**config.mk**
```make
export PLATFORM = sky130hd
export DESIGN_NAME = lt24_frame_sequencer_flat
export DESIGN_NICKNAME = d
export VERILOG_FILES = /design/src/rtl/lt24_seq_pkg.sv /design/src/rtl/lt24_frame_sequencer_if.sv /design/src/rtl/lt24_xy_walker.sv /design/src/rtl/lt24_frame_sequencer.sv /design/src/flat_wrapper.sv
export SDC_FILE = /design/constraint.sdc
export NUM_CORES = 1
export LEC_CHECK = 0
export ABC_AREA = 1
export CAP_MARGIN = 30
export CORE_MARGIN = 2
export CORE_UTILIZATION = 45
export CTS_CLUSTER_SIZE = 14
export DETAILED_ROUTE_END_ITERATION = 6
export PLACE_DENSITY = 0.74
export SLEW_MARGIN = 20
export SYNTH_ARGS = -nofsm -noshare
export SYNTH_HDL_FRONTEND = slang
export SYNTH_SLANG_ARGS = --single-unit
```
**constraint.sdc**
```tcl
create_clock -name clock -period 5.43 [get_ports clock]
set_clock_uncertainty 0.15 [all_clocks]
set_input_delay 0.8145 -clock clock [delete_from_list [all_inputs] [get_ports clock]]
set_output_delay 0.8145 -clock clock [all_outputs]
set_load 0.05 [all_outputs]
```
**src/rtl/lt24_seq_pkg.sv**
```systemverilog
// Shared types and constants for the LT24 full-frame pixel sequencer.
package lt24_seq_pkg;

  typedef enum logic [2:0] {
    StIdle,
    StLoad,
    StFetch,
    StWrite,
    StDone
  } state_e;

  localparam logic SRC_FILL = 1'b0;
  localparam logic SRC_ROM  = 1'b1;

  localparam logic [15:0] BLACK  = 16'h0000;
  localparam logic [15:0] GREEN  = 16'h5FE8;
  localparam logic [15:0] RED    = 16'hFA28;
  localparam logic [15:0] BLUE   = 16'h12DE;
  localparam logic [15:0] YELLOW = 16'hFFC6;

endpackage

```
**src/rtl/lt24_frame_sequencer_if.sv**
```systemverilog
// Request, pixel and ROM signals between game logic, the sequencer and the display/ROM.
interface lt24_frame_sequencer_if #(
  parameter int unsigned ROM_ADDR_W = 17
) ();

  logic                  reqValid;
  logic                  reqReady;
  logic                  reqSrc;
  logic [15:0]           reqColour;
  logic                  busy;
  logic                  frameDone;
  logic [7:0]            xAddr;
  logic [8:0]            yAddr;
  logic [15:0]           pixelData;
  logic                  pixelWrite;
  logic                  pixelReady;
  logic [ROM_ADDR_W-1:0] romAddr;
  logic [15:0]           romData;

  // Sequencer side.
  modport master (
    input  reqValid, reqSrc, reqColour, pixelReady, romData,
    output reqReady, busy, frameDone, xAddr, yAddr, pixelData, pixelWrite, romAddr
  );

  // Game logic, display and ROM side.
  modport slave (
    output reqValid, reqSrc, reqColour, pixelReady, romData,
    input  reqReady, busy, frameDone, xAddr, yAddr, pixelData, pixelWrite, romAddr
  );

endinterface

```
**src/rtl/lt24_xy_walker.sv**
```systemverilog
// Raster-order x/y counters with a linear address kept in step, so no multiplier is needed.
module lt24_xy_walker #(
  parameter int unsigned WIDTH      = 240,
  parameter int unsigned HEIGHT     = 320,
  parameter int unsigned ROM_ADDR_W = 17
) (
  input  logic                  clk_i,
  input  logic                  rst_ni,
  input  logic                  clear_i,
  input  logic                  step_i,
  output logic [7:0]            x_o,
  output logic [8:0]            y_o,
  output logic [ROM_ADDR_W-1:0] addr_o,
  output logic                  last_o
);

  localparam logic [7:0] XMax = 8'(WIDTH - 1);
  localparam logic [8:0] YMax = 9'(HEIGHT - 1);

  logic [7:0]            x_q, x_d;
  logic [8:0]            y_q, y_d;
  logic [ROM_ADDR_W-1:0] addr_q, addr_d;

  assign last_o = (x_q == XMax) && (y_q == YMax);

  always_comb begin
    x_d    = x_q;
    y_d    = y_q;
    addr_d = addr_q;
    if (clear_i) begin
      x_d    = '0;
      y_d    = '0;
      addr_d = '0;
    end else if (step_i) begin
      // Stepping past the final pixel wraps everything back to the origin.
      if (x_q == XMax) begin
        x_d = '0;
        y_d = (y_q == YMax) ? 9'd0 : y_q + 9'd1;
      end else begin
        x_d = x_q + 8'd1;
      end
      addr_d = last_o ? '0 : addr_q + ROM_ADDR_W'(1);
    end
  end

  always_ff @(posedge clk_i) begin
    if (!rst_ni) begin
      x_q    <= '0;
      y_q    <= '0;
      addr_q <= '0;
    end else begin
      x_q    <= x_d;
      y_q    <= y_d;
      addr_q <= addr_d;
    end
  end

  assign x_o    = x_q;
  assign y_o    = y_q;
  assign addr_o = addr_q;

endmodule

```
**src/rtl/lt24_frame_sequencer.sv**
```systemverilog
// Full-frame LT24 pixel sequencer: solid fill or ROM image, with a single-entry request queue.
module lt24_frame_sequencer
  import lt24_seq_pkg::*;
#(
  parameter int unsigned WIDTH       = 240,
  parameter int unsigned HEIGHT      = 320,
  parameter int unsigned ROM_LATENCY = 1,
  parameter int unsigned ROM_ADDR_W  = 17
) (
  input  logic                   clock,
  input  logic                   n_reset,
  lt24_frame_sequencer_if.master bus
);

  localparam logic [7:0] LatLast = 8'(ROM_LATENCY - 1);

  state_e      state_q, state_d;
  logic        pend_valid_q, pend_valid_d;
  logic        pend_src_q, pend_src_d;
  logic [15:0] pend_colour_q, pend_colour_d;
  logic        act_src_q, act_src_d;
  logic [15:0] pixel_data_q, pixel_data_d;
  logic [7:0]  lat_cnt_q, lat_cnt_d;

  logic walk_clear;
  logic walk_step;
  logic walk_last;

  lt24_xy_walker #(
    .WIDTH     (WIDTH),
    .HEIGHT    (HEIGHT),
    .ROM_ADDR_W(ROM_ADDR_W)
  ) u_walker (
    .clk_i  (clock),
    .rst_ni (n_reset),
    .clear_i(walk_clear),
    .step_i (walk_step),
    .x_o    (bus.xAddr),
    .y_o    (bus.yAddr),
    .addr_o (bus.romAddr),
    .last_o (walk_last)
  );

  always_comb begin
    state_d       = state_q;
    pend_valid_d  = pend_valid_q;
    pend_src_d    = pend_src_q;
    pend_colour_d = pend_colour_q;
    act_src_d     = act_src_q;
    pixel_data_d  = pixel_data_q;
    lat_cnt_d     = lat_cnt_q;
    walk_clear    = 1'b0;
    walk_step     = 1'b0;

    // The slot is full throughout LOAD, so a fill and a clear never coincide.
    if (bus.reqValid && !pend_valid_q) begin
      pend_valid_d  = 1'b1;
      pend_src_d    = bus.reqSrc;
      pend_colour_d = bus.reqColour;
    end

    unique case (state_q)
      StIdle: begin
        if (pend_valid_q) state_d = StLoad;
      end
      StLoad: begin
        pend_valid_d = 1'b0;
        act_src_d    = pend_src_q;
        lat_cnt_d    = '0;
        walk_clear   = 1'b1;
        if (pend_src_q == SRC_FILL) begin
          pixel_data_d = pend_colour_q;
          state_d      = StWrite;
        end else begin
          state_d = StFetch;
        end
      end
      StFetch: begin
        if (lat_cnt_q == LatLast) begin
          pixel_data_d = bus.romData;
          lat_cnt_d    = '0;
          state_d      = StWrite;
        end else begin
          lat_cnt_d = lat_cnt_q + 8'd1;
        end
      end
      StWrite: begin
        if (bus.pixelReady) begin
          walk_step = 1'b1;
          if (walk_last)                 state_d = StDone;
          else if (act_src_q == SRC_ROM) state_d = StFetch;
        end
      end
      StDone: begin
        state_d = StIdle;
      end
      default: begin
        state_d = StIdle;
      end
    endcase
  end

  always_ff @(posedge clock) begin
    if (!n_reset) begin
      state_q       <= StIdle;
      pend_valid_q  <= 1'b0;
      pend_src_q    <= SRC_FILL;
      pend_colour_q <= BLACK;
      act_src_q     <= SRC_FILL;
      pixel_data_q  <= BLACK;
      lat_cnt_q     <= '0;
    end else begin
      state_q       <= state_d;
      pend_valid_q  <= pend_valid_d;
      pend_src_q    <= pend_src_d;
      pend_colour_q <= pend_colour_d;
      act_src_q     <= act_src_d;
      pixel_data_q  <= pixel_data_d;
      lat_cnt_q     <= lat_cnt_d;
    end
  end

  assign bus.reqReady   = !pend_valid_q;
  assign bus.busy       = (state_q != StIdle);
  assign bus.frameDone  = (state_q == StDone);
  assign bus.pixelWrite = (state_q == StWrite);
  assign bus.pixelData  = pixel_data_q;

endmodule

```
**src/flat_wrapper.sv**
```systemverilog
// flat-port wrapper written by rule: the top's interface ports become plain ports
module lt24_frame_sequencer_flat import lt24_seq_pkg::*;
#(
  parameter int unsigned WIDTH       = 240,
  parameter int unsigned HEIGHT      = 320,
  parameter int unsigned ROM_LATENCY = 1,
  parameter int unsigned ROM_ADDR_W  = 17
)
  (clock, n_reset, bus_reqValid, bus_reqSrc, bus_reqColour, bus_pixelReady, bus_romData, bus_reqReady, bus_busy, bus_frameDone, bus_xAddr, bus_yAddr, bus_pixelData, bus_pixelWrite, bus_romAddr);
  lt24_frame_sequencer_if #(.ROM_ADDR_W(ROM_ADDR_W)) bus_i ();
  input  logic clock;
  input  logic n_reset;
  input wire logic [$bits(bus_i.reqValid)-1:0] bus_reqValid;
  input wire logic [$bits(bus_i.reqSrc)-1:0] bus_reqSrc;
  input wire logic [$bits(bus_i.reqColour)-1:0] bus_reqColour;
  input wire logic [$bits(bus_i.pixelReady)-1:0] bus_pixelReady;
  input wire logic [$bits(bus_i.romData)-1:0] bus_romData;
  output wire logic [$bits(bus_i.reqReady)-1:0] bus_reqReady;
  output wire logic [$bits(bus_i.busy)-1:0] bus_busy;
  output wire logic [$bits(bus_i.frameDone)-1:0] bus_frameDone;
  output wire logic [$bits(bus_i.xAddr)-1:0] bus_xAddr;
  output wire logic [$bits(bus_i.yAddr)-1:0] bus_yAddr;
  output wire logic [$bits(bus_i.pixelData)-1:0] bus_pixelData;
  output wire logic [$bits(bus_i.pixelWrite)-1:0] bus_pixelWrite;
  output wire logic [$bits(bus_i.romAddr)-1:0] bus_romAddr;
  assign bus_i.reqValid = bus_reqValid;
  assign bus_i.reqSrc = bus_reqSrc;
  assign bus_i.reqColour = bus_reqColour;
  assign bus_i.pixelReady = bus_pixelReady;
  assign bus_i.romData = bus_romData;
  assign bus_reqReady = bus_i.reqReady;
  assign bus_busy = bus_i.busy;
  assign bus_frameDone = bus_i.frameDone;
  assign bus_xAddr = bus_i.xAddr;
  assign bus_yAddr = bus_i.yAddr;
  assign bus_pixelData = bus_i.pixelData;
  assign bus_pixelWrite = bus_i.pixelWrite;
  assign bus_romAddr = bus_i.romAddr;
  lt24_frame_sequencer #(.WIDTH(WIDTH), .HEIGHT(HEIGHT), .ROM_LATENCY(ROM_LATENCY), .ROM_ADDR_W(ROM_ADDR_W)) u_core (.clock(clock), .n_reset(n_reset), .bus(bus_i));
endmodule
```
# After elaboration in Yosys (flattened, before gate mapping)
# Cells that the tools add are included.
[classes]
addsub = 4
n_eq_ne = 11
n_mux = 18
n_bitwise = 1
reduce_logical = 12
[op_table]
columns = ["operator", "n"]
rows = [
  ["$mux 16", 2],
  ["$pmux 16 s2", 1],
  ["$add 17x1->17 const B", 1],
  ["$mux 17", 1],
  ["$add 8x1->8 const B", 2],
  ["$mux 8", 2],
  ["$pmux 8 s2", 1],
  ["$mux 3", 5],
  ["$pmux 3 s4", 1],
  ["$add 9x1->9 const B", 1],
  ["$eq 9x9->1 const B", 1],
  ["$mux 9", 1],
  ["$eq 8x8->1 const B", 1],
  ["$logic_not 8->1", 1],
  ["$eq 3x2->1 const B", 2],
  ["$mux 1", 4],
  ["$ne 2x1->1 const B", 2],
  ["$ne 2x2->1 const B", 2],
  ["$reduce_and 4->1", 1],
  ["$reduce_or 2->1", 2],
  ["$eq 3x1->1 const B", 1],
  ["$eq 3x3->1 const B", 1],
  ["$logic_not 3->1", 1],
  ["$ne 3x1->1 const B", 1],
  ["7 further kinds", 8],
]
[totals]
ff_bits = 80
output_inout_bits = 54
wordCells = 56

# Depth between registers and ports, before layout
# Gate-level depths: netlist of the first run.
[depth]
word_depth = 5
ltp_mapped = 11
ltp_nobuf = 10

# Cells and area by module
# Synthesis of the first run repeated with hierarchy kept, for this count alone.
[hier_totals]
cells_unflattened = 618
hier_area_um2 = 4083.9
[by_module_without_submodules]
columns = ["module", "instances", "cells_per_inst", "area_per_inst_um2"]
rows = [
  ["lt24_frame_sequencer", 1, 356, 2309.7],
  ["lt24_xy_walker", 1, 262, 1774.2],
]

# Worst setup path after synthesis of the first run
# OpenSTA, ideal clock, no wires.
[synth_path]
path_kind = "register -> output"
startpoint = "reg u_core.state_q[2]"
endpoint = "out bus_frameDone"
t_arrival_ns = 1.538
required_time_ns = 4.465
setup_slack_ns = 2.927
path_stages_with_launch = 3
path_buffers = 0
path_cell_list = "dfxtp_1 -> inv_1 -> nor3_1"
[synth_via]
elab_chain_len = 1
[synth_lines]
columns = ["element", "line", "rtl"]
rows = [
  ["from (decl)", "lt24_frame_sequencer.sv:17", "state_e state_q, state_d;"],
  ["from (signal assigned)", "lt24_frame_sequencer.sv:105", "state_q <= StIdle;"],
  ["from (signal assigned)", "lt24_frame_sequencer.sv:113", "state_q <= state_d;"],
  ["$eq 3x3->1", "lt24_frame_sequencer.sv:125", "assign bus.frameDone = (state_q == StDone);"],
  ["to (decl)", "flat_wrapper.sv:20", "output wire logic [$bits(bus_i.frameDone)-1:0] bus_frameDone;"],
]
# Every way passes these cells.

# Worst setup path in the final report of the first run
[layout_path]
startpoint = "reg u_core.state_q[0]"
endpoint = "out bus_pixelWrite"
[layout_via]
elab_chain_len = 1
[layout_lines]
columns = ["element", "line", "rtl"]
rows = [
  ["$eq 3x2->1", "lt24_frame_sequencer.sv:126", "assign bus.pixelWrite = (state_q == StWrite);"],
  ["to (decl)", "flat_wrapper.sv:24", "output wire logic [$bits(bus_i.pixelWrite)-1:0] bus_pixelWrite;"],
]
# Every way passes these cells.

==> results of run 1 <==
## per-stage QoR
stage	cell area (um2)	total power [mW]	worst slack (ns)	util	hold slack (ns)
global placement	4760	1.36	2.20	0.580	0.300
detailed placement	4760	1.37	2.09	0.580	0.307
finish	4960	1.78	2.40	0.603	0.318
global route	4960	1.88	2.28	0.603	0.342
floorplan	3830	1.21	2.93	-	0.298
CTS	4950	1.79	2.40	0.603	0.321
## power groups by stage
stage | registers (mW) | clock network [mW] | logic (mW)
floorplan | 0.827 | 0 | 0.379
global placement | 0.713 | 0 | 0.646
detailed placement | 0.713 | 0 | 0.653
CTS | 0.703 | 0.430 | 0.656
global route | 0.712 | 0.457 | 0.713
finish | 0.703 | 0.422 | 0.653
## placed cells by master, fill, tap and decap left out, types with 2 or more instances in the layout
master	netlist	routed
o21ai_1	7	7
nand2_2	4	4
nand2_1	124	124
clkdlybuf4s50_1	0	90
nand4_1	12	12
inv_8	0	2
o21ai_0	40	40
xnor2_1	2	2
nor2_1	113	113
ha_1	5	5
nand3_1	31	31
nor2_4	5	5
a21oi_1	26	26
inv_1	58	58
nand3b_1	2	2
clkbuf_8	0	9
dfxtp_1	80	80
inv_2	2	2
nor3_1	9	9
xor2_1	8	8
clkinv_1	2	2
inv_6	0	3
buf_4	0	2
## worst max-delay path, delay by kind of cell, from the launching register on
family                 cells  cell delay (ns)
flip-flops                 1             0.56
buffers and inverters      2             0.96
AND/OR/NAND/NOR            1             0.18
## final cells by class
cell class                 count  area (um2)
clock buffer                   9         124
sequential                    80        1600
multi-input combinational    398        1880
inverter                      63         239
timing repair buffer          92         916
clock inverter                 7        62.6
tap                          105         131
fill                         758        3260
## routing by layer
layer / global-route usage / share of wire
met2: 0.340 / 0.45
met4: 0.0714 / 0.014
met1: 0.257 / 0.46
met5: 0 / 0
met3: 0.0689 / 0.071
## path summary, 6_finish.rpt
check | startpoint | end | slack, ns | cells past startpoint
max reg2reg | u_core.state_q[1] | u_core.u_walker.addr_o[6] | 2.98 | 6
max | u_core.state_q[0] | bus_pixelWrite | 2.40 | 3
min reg2reg | u_core.u_walker.addr_o[8] | u_core.u_walker.addr_o[8] | 0.32 | 2
min | u_core.u_walker.addr_o[8] | u_core.u_walker.addr_o[8] | 0.32 | 2
## registers in the layout, indices dropped and copies added, names as in the netlist
signal and flops:
u_core.u_walker.addr_o 17, u_core.bus.pixelData 16, u_core.pend_colour_q 16, u_core.u_walker.y_o 9, u_core.lat_cnt_q 8, u_core.u_walker.x_o 8
u_core.state_q 3, u_core.act_src_q 1, u_core.pend_src_q 1, u_core.pend_valid_q 1
## cell families after synthesis
logic type	after synthesis
DFF	80
and+or+nand+nor	307
AOI/OAI and AO/OA	76
adders and majority gates	5
buffers and inverters	79
xor gates and xnor gates	10
==> results.sh, run 1 <==
export IMPL_outcome="finished clean"
export IMPL_htree_num_levels=3
export IMPL_drcViolationCount=0
export IMPL_fmax_mhz=330
export IMPL_first_pass_iters=6
export IMPL_grt_pass1_vias=3435
export IMPL_synth_commonest_cells="nand2_1, nor2_1, dfxtp_1, inv_1, o21ai_0"
export IMPL_yosys_warnings=0
export IMPL_die_height_um=96.2
export IMPL_fp_dieArea_um2=9260
export IMPL_num_vias=3791
export IMPL_gr_total_overflow=0
export IMPL_synth_compound_area_frac=0.101
export IMPL_grt_util_all_layers=0.208
export IMPL_stdcell_count=754
export IMPL_end_kind="output pin"
export IMPL_clk_pin_slew_ns=0.10
export IMPL_required_ns=4.47
export IMPL_synth_area_mux_share=0
export IMPL_wire_per_inst_um=12.3
export IMPL_holdCritPathClass="reg -> reg"
export IMPL_drive_gt1_frac=0.0539
export IMPL_syn_inst=557
export IMPL_synth_top_area_frac=0.419
export IMPL_wirelength_um=9250
export IMPL_synthSimpleGateAreaFrac=0.353
export IMPL_max_cap_violations=0
export IMPL_avgSynthCellArea_um2=6.87
export IMPL_arrival_ns=2.07
export IMPL_antenna_found_initial=0
export IMPL_period_share=0.558
export IMPL_startpoint_type="register"
export IMPL_rsz0062_at_grt="false"
export IMPL_sw_frac_of_total=0.417
export IMPL_grt_pass1_wl_um=15300
export IMPL_synth_largest_area_cell="dfxtp_1"
export IMPL_ys_ff_latch=80
export IMPL_synth_top_family_by_area="simple AND/OR/NAND/NOR gates"
export IMPL_synth_cell_types=32
export IMPL_slew_headroom=0.562
export IMPL_synth_fp_nets=599
export IMPL_syn_to_final_growth_pct=29.6
export IMPL_p_sw_mw=0.742
export IMPL_share_comb_of_total_power=0.367
export IMPL_ys_seq_area_frac=0.419
export IMPL_clock_latency_ns=0.37
export IMPL_viasPerCell=5.03
export IMPL_ir_drop_mv=0.266
export IMPL_hold_viol=0
export IMPL_initial_core_util=0.466
export IMPL_cts_sinks=80
export IMPL_powerDensity_nw_per_um2=359
export IMPL_synthAdderAreaFrac=0.0164
export IMPL_synth_xor_area_frac=0.0229
export IMPL_clkPwrFrac=0.237
export IMPL_clock_root_buffer="clkbuf_8"
export IMPL_grt_start_max_net_pins=40
export IMPL_p_leak_nw=2.05
export IMPL_tightest_slew_ns=0.654
export IMPL_post_cts_buffers=0
export IMPL_max_stage_delay_ns=0.82
export IMPL_setup_viol=0
export IMPL_route_antenna_remaining_nets=0
export IMPL_post_dp_hpwl_um=6650
export IMPL_cts_tree="done"
export IMPL_intPower_mw=1.04
export IMPL_period_minus_slack_ns=3.03
export IMPL_cts_repair_resized=0
export IMPL_fp_row_count=33
export IMPL_yosys_top_cells_area="dfxtp_1, nand2_1, nor2_1"
export IMPL_crit_type="reg -> out"
export IMPL_numCtsBuffers=9
export IMPL_diodes=0
export IMPL_fp_coreArea_um2=8220
export IMPL_yosysMostFrequentCell="nand2_1"
export IMPL_dieWidth_um=96.2
export IMPL_port_buffers=90
export IMPL_finalSetupTns_ns=0
export IMPL_synth_ff_type="dfxtp_1"
export IMPL_io_pin_count=91
export IMPL_drt_first_iter_violations=220
export IMPL_cp_cell_sequence="nand3_1 > inv_1 > clkdlybuf4s50_1"
export IMPL_dp_cells=737
export IMPL_seqPwrFrac=0.396
export IMPL_clockBufferDepth=2
export IMPL_synth_area_um2=3830
export IMPL_crit_fanout=8
export IMPL_synth_edf_count=0
export IMPL_cpMaxStageDelayCell="clkdlybuf4s50_1"
export IMPL_async_flop_share=0
export IMPL_nets=686
export IMPL_cts_hold_buffers=0
export IMPL_report_final_slew_viol_count=0
export IMPL_gp_congestion=0.839
Note: power is estimated with default switching activity, not from simulation.
==> run 2, diff against run 1 <==
clock period = 2.9 ns   (was 5.43 ns; I/O delays follow)
==> run 2 against run 1 <==
Core utilization grew 0.17 points. Routed wire length increased by 2.6%. First-iteration DRC count down 35%. Register-to-register slack worse by 2.4 ns. Critical path depth did not move. Count of clock-buffer cells in the layout stayed put. Cell area grew 0.28%. Combinational power increased by 90%. Die area did not move. Sequential share of layout area is 0.089 points lower.
==> results.sh, run 2 (same netlist as run 1, synthesis figures left out) <==
export IMPL_grt_pass1_wl_um=16000
export IMPL_dpl_cell_area_um2=4780
export IMPL_report_final_slew_viol_count=0
export IMPL_fp_coreArea_um2=8220
export IMPL_diodes=0
export IMPL_top_usage_layer="met2"
export IMPL_dieWidth_um=96.2
export IMPL_reg2reg_setup_slack_ns=0.58
export IMPL_antenna_found_initial=0
export IMPL_period_share=0.911
export IMPL_grt_pass1_vias=3624
export IMPL_holdCritPathClass="reg -> reg"
export IMPL_timing_final_ws_setup_ns=0.259
export IMPL_drcViolationCount=0
export IMPL_whs_ns=0.315
export IMPL_io_pin_count=91
export IMPL_tightest_slew_ns=0.675
export IMPL_post_cts_buffers=0
export IMPL_totalPowerFinal_mw=3.38
export IMPL_whs_path_depth=2
export IMPL_arrival_ns=2.06
export IMPL_gr_usage_met2=0.363
export IMPL_slew_headroom=0.549
export IMPL_clock_root_buffer="clkbuf_8"
export IMPL_layout_commonest_cell="nand2_1"
export IMPL_cts_sinks=80
export IMPL_rsz0062_at_grt="false"
export IMPL_wirelength_um=9490
export IMPL_fill_cells=723
export IMPL_ir_drop_mv=0.582
export IMPL_max_cap_violations=0
export IMPL_numCtsBuffers=9
export IMPL_multi_input_area_um2=1880
export IMPL_initial_core_util=0.466
export IMPL_drive_gt1_frac=0.0539
export IMPL_gr_total_overflow=0
export IMPL_max_stage_delay_ns=0.83
export IMPL_viasPerCell=4.95
export IMPL_syn_to_final_growth_pct=30.0
export IMPL_crit_type="reg -> out"
export IMPL_cts_repair_resized=0
export IMPL_final_cell_area_um2=4970
export IMPL_port_buffers=90
export IMPL_min_from="u_core.u_walker.addr_o[8]"
export IMPL_cts_tree="done"
export IMPL_grt_util_all_layers=0.216
export IMPL_place_ws_ns=0.263
export IMPL_timing_rr_start="u_core.u_walker.y_o[0]"
export IMPL_cpLargestDelayFamily="buffers and inverters"
export IMPL_first_pass_iters=4
export IMPL_wire_per_inst_um=12.6
export IMPL_min_to="u_core.u_walker.addr_o[8]"
export IMPL_p_leak_nw=2.05
export IMPL_startpoint_type="register"
export IMPL_clock_latency_ns=0.35
export IMPL_post_dp_hpwl_um=6680
export IMPL_finalSetupTns_ns=0
export IMPL_fp_row_count=33
export IMPL_grt_util_met1=0.274
export IMPL_htree_num_levels=3
export IMPL_final_seq_area_um2=1600
export IMPL_largest_reg_flops=17
export IMPL_num_vias=3733
export IMPL_powerDensity_nw_per_um2=680
export IMPL_reg2reg_depth=10
export IMPL_grt_start_max_net_pins=39
export IMPL_period_minus_slack_ns=2.64
export IMPL_cpMaxStageDelayCell="clkdlybuf4s50_1"
export IMPL_outcome="finished clean"
export IMPL_cp_num_buf_inv=2
export IMPL_hold_viol=0
export IMPL_r2r_end="u_core.u_walker.addr_o[2]"
export IMPL_route_antenna_remaining_nets=0
export IMPL_end_kind="output pin"
export IMPL_gp_congestion=0.861
export IMPL_layout_common_cells="nand2_1, nor2_1, clkdlybuf4s50_1, dfxtp_1, inv_1"
export IMPL_required_ns=2.32
export IMPL_die_height_um=96.2
export IMPL_fmax_mhz=379
export IMPL_grt_met3_usage=0.0525
export IMPL_drt_first_iter_violations=143
export IMPL_cp_cell_sequence="nand3_1 > inv_1 > clkdlybuf4s50_1"
export IMPL_clk_pin_slew_ns=0.09
export IMPL_nets=687
export IMPL_crit_fanout=8
export IMPL_cts_hold_buffers=0
export IMPL_path_depth=3
export IMPL_fp_dieArea_um2=9260
export IMPL_clockBufferDepth=2
export IMPL_setup_viol=0
[run 2: area by class of cell]
class,count,area share
clock inverter,6,0.0138
sequential,80,0.322
multi-input combinational,398,0.379
clock buffer,9,0.0249
tap,105,0.0264
timing repair buffer,93,0.186
inverter,63,0.0481
[run 2: per-stage QoR]
step                 util  instances
floorplan               -        557
global placement    0.582        739
detailed placement  0.582        739
CTS                 0.605        754
global route        0.605        754
finish              0.605        754
[run 2: worst max path at each step]
stage	startpoint	end	slack, ns
after floorplan	u_core.state_q[2]	bus_frameDone	0.78
after global routing	u_core.state_q[0]	bus_pixelWrite	0.13
after CTS	u_core.state_q[0]	bus_pixelWrite	0.25
after detailed placement	bus_pixelReady	u_core.u_walker.addr_o[6]	0.26
final	u_core.state_q[0]	bus_pixelWrite	0.26
after global placement	bus_pixelReady	u_core.u_walker.addr_o[2]	0.31
[run 2: per-layer routing]
metal	part of all wire	vias to the layer above
met2	0.46	106
li1	-	1939
met5	0	-
met3	0.070	8
met1	0.46	1680
met4	0.0090	0
[run 2: worst reg2reg max path: cells and delay by family, from the launching register on]
family / cells / cell delay, ns
adder cells (fa/ha/maj): 1 / 0.22
buffers and inverters: 3 / 0.48
flip-flops: 1 / 0.38
AND/OR/NAND/NOR: 6 / 1.01
[run 2: where the power goes]
group          internal (mW)  switching (mW)  leakage, nW
sequential              1.22          0.0952        0.653
clock                  0.398           0.422       0.0957
combinational          0.390           0.854         1.30
total                   2.01            1.37         2.05
==> run 3, diff against run 2 <==
CELL_PAD_IN_SITES_DETAIL_PLACEMENT = 1   (was unset)
CELL_PAD_IN_SITES_GLOBAL_PLACEMENT = 1   (was unset)
CORE_UTILIZATION = 35   (was 45)
CTS_CLUSTER_DIAMETER = 120   (was unset)
PLACE_DENSITY = 0.81   (was 0.74)
==> run 3 against run 2 <==
Critical path depth unchanged. Critical endpoint unchanged. Highest routed layer unchanged. Worst setup slack lost 0.0030 ns. Register-to-register slack lost 0.11 ns. Combinational power rose by 3%.
==> results.sh, run 3 (same netlist as run 1, synthesis figures left out) <==
export IMPL_timing_final_ws_setup_ns=0.256
export IMPL_num_vias=3848
export IMPL_setup_viol=0
export IMPL_endpoint="bus_pixelWrite"
export IMPL_fp_row_count=38
export IMPL_post_cts_buffers=0
export IMPL_fill_cells=1409
export IMPL_fmax_mhz=378
export IMPL_die_height_um=109
export IMPL_drt_first_iter_violations=167
export IMPL_first_pass_iters=4
export IMPL_clock_root_buffer="clkbuf_8"
export IMPL_cts_repair_resized=0
export IMPL_period_share=0.912
export IMPL_period_minus_slack_ns=2.64
export IMPL_viasPerCell=4.87
export IMPL_grt_start_max_net_pins=39
export IMPL_wire_per_inst_um=14.4
export IMPL_stdcell_count=790
export IMPL_gp_congestion=0.787
export IMPL_required_ns=2.32
export IMPL_drcViolationCount=0
export IMPL_timing_rr_start="u_core.u_walker.y_o[0]"
export IMPL_rsz0062_at_grt="false"
export IMPL_grt_util_all_layers=0.202
export IMPL_startpoint="u_core.state_q[0]"
export IMPL_report_final_slew_viol_count=0
export IMPL_drive_gt1_frac=0.0523
export IMPL_holdCritPathClass="reg -> reg"
export IMPL_tightest_slew_ns=0.670
export IMPL_io_pin_count=91
export IMPL_powerDensity_nw_per_um2=687
export IMPL_layout_commonest_cell="nand2_1"
export IMPL_gr_total_overflow=0
export IMPL_crit_type="reg -> out"
export IMPL_p_leak_nw=2.06
export IMPL_outcome="finished clean"
export IMPL_finalSetupTns_ns=0
export IMPL_r2r_end="u_core.u_walker.addr_o[6]"
export IMPL_startpoint_type="register"
export IMPL_slew_headroom=0.553
export IMPL_arrival_ns=2.06
export IMPL_syn_to_final_growth_pct=31.3
export IMPL_utilization=0.467
export IMPL_place_ws_ns=0.128
export IMPL_fp_coreArea_um2=10700
export IMPL_clockBufferDepth=2
export IMPL_wirelength_um=11400
export IMPL_max_cap_violations=0
export IMPL_port_buffers=90
export IMPL_cts_sinks=80
export IMPL_post_dp_hpwl_um=8350
export IMPL_whs_ns=0.318
export IMPL_cts_tree="done"
export IMPL_fp_dieArea_um2=11800
export IMPL_htree_num_levels=3
export IMPL_dieWidth_um=109
export IMPL_reg2reg_depth=10
export IMPL_hold_viol=0
export IMPL_layout_common_cells="nand2_1, nor2_1, clkdlybuf4s50_1, dfxtp_1, inv_1"
export IMPL_clk_pin_slew_ns=0.09
export IMPL_cts_hold_buffers=0
export IMPL_nets=687
export IMPL_grt_pass1_wl_um=18700
export IMPL_antenna_found_initial=0
export IMPL_grt_pass1_vias=3988
export IMPL_diodes=0
export IMPL_ir_drop_mv=0.406
export IMPL_crit_fanout=8
export IMPL_initial_core_util=0.356
export IMPL_reg2reg_setup_slack_ns=0.47
export IMPL_clock_latency_ns=0.36
export IMPL_end_kind="output pin"
export IMPL_dp_cells=774
export IMPL_numCtsBuffers=9
export IMPL_largest_reg_flops=17
export IMPL_route_antenna_remaining_nets=0
-- run 3: cell types whose count changed in the layout (fill, tap and decap cells not counted) --
cell        before  now
clkinv_4         2    0
clkbuf_1         0    2
clkbuf_8         9   11
clkinvlp_4       1    0
clkinv_2         1    2
inv_6            1    0
-- run 3: critical path, cell delays in order (launching register included) --
cell	delay, ns
dfxtp_1	0.55
nand3_1	0.19
inv_1	0.15
clkdlybuf4s50_1	0.82
-- run 3: how the worst min path moves through the flow --
stage,startpoint,end,slack (ns),cells past startpoint
finish,u_core.u_walker.addr_o[8],u_core.u_walker.addr_o[8],0.32,2
global route,u_core.u_walker.addr_o[8],u_core.u_walker.addr_o[8],0.37,2
CTS,u_core.u_walker.addr_o[8],u_core.u_walker.addr_o[8],0.33,2
detailed placement,u_core.u_walker.addr_o[8],u_core.u_walker.addr_o[8],0.32,2
global placement,u_core.u_walker.addr_o[8],u_core.u_walker.addr_o[8],0.30,2
floorplan,u_core.act_src_q,u_core.act_src_q,0.30,2
-- run 3: layout make-up --
class | count | area (um2) | area share
repair buffers | 93 | 923 | 0.184
inverters | 63 | 239 | 0.0476
well taps | 140 | 175 | 0.0349
clock inverters | 3 | 40.0 | 0.00797
flip-flops and latches | 80 | 1600 | 0.319
clock buffers | 13 | 159 | 0.0316
multi-input cells | 398 | 1880 | 0.375
-- run 3: layer usage --
layer / wire length [um] / vias to the layer above / track usage
met5: 0 / - / 0
met3: 745 / 12 / 0.0735
met1: 5100 / 1809 / 0.235
li1: - / 1936 / -
met4: 91 / 0 / 0.0485
met2: 5450 / 91 / 0.351
-- run 3: metrics by stage --
step / instance area, um2 / total power [mW]
3_5_place_dp: 4820 / 2.62
4_1_cts: 5020 / 3.49
3_3_place_gp: 4820 / 2.58
6_report: 5020 / 3.45
5_1_grt: 5020 / 3.66
2_1_floorplan: 3830 / 2.26
-- run 3: report_power, final --
group | total, mW | switching (mW) | leakage [nW] | internal, mW
Sequential | 1.32 | 0.0934 | 0.653 | 1.22
Clock | 0.856 | 0.412 | 0.103 | 0.444
Combinational | 1.28 | 0.886 | 1.30 | 0.390
Total | 3.45 | 1.39 | 2.06 | 2.06
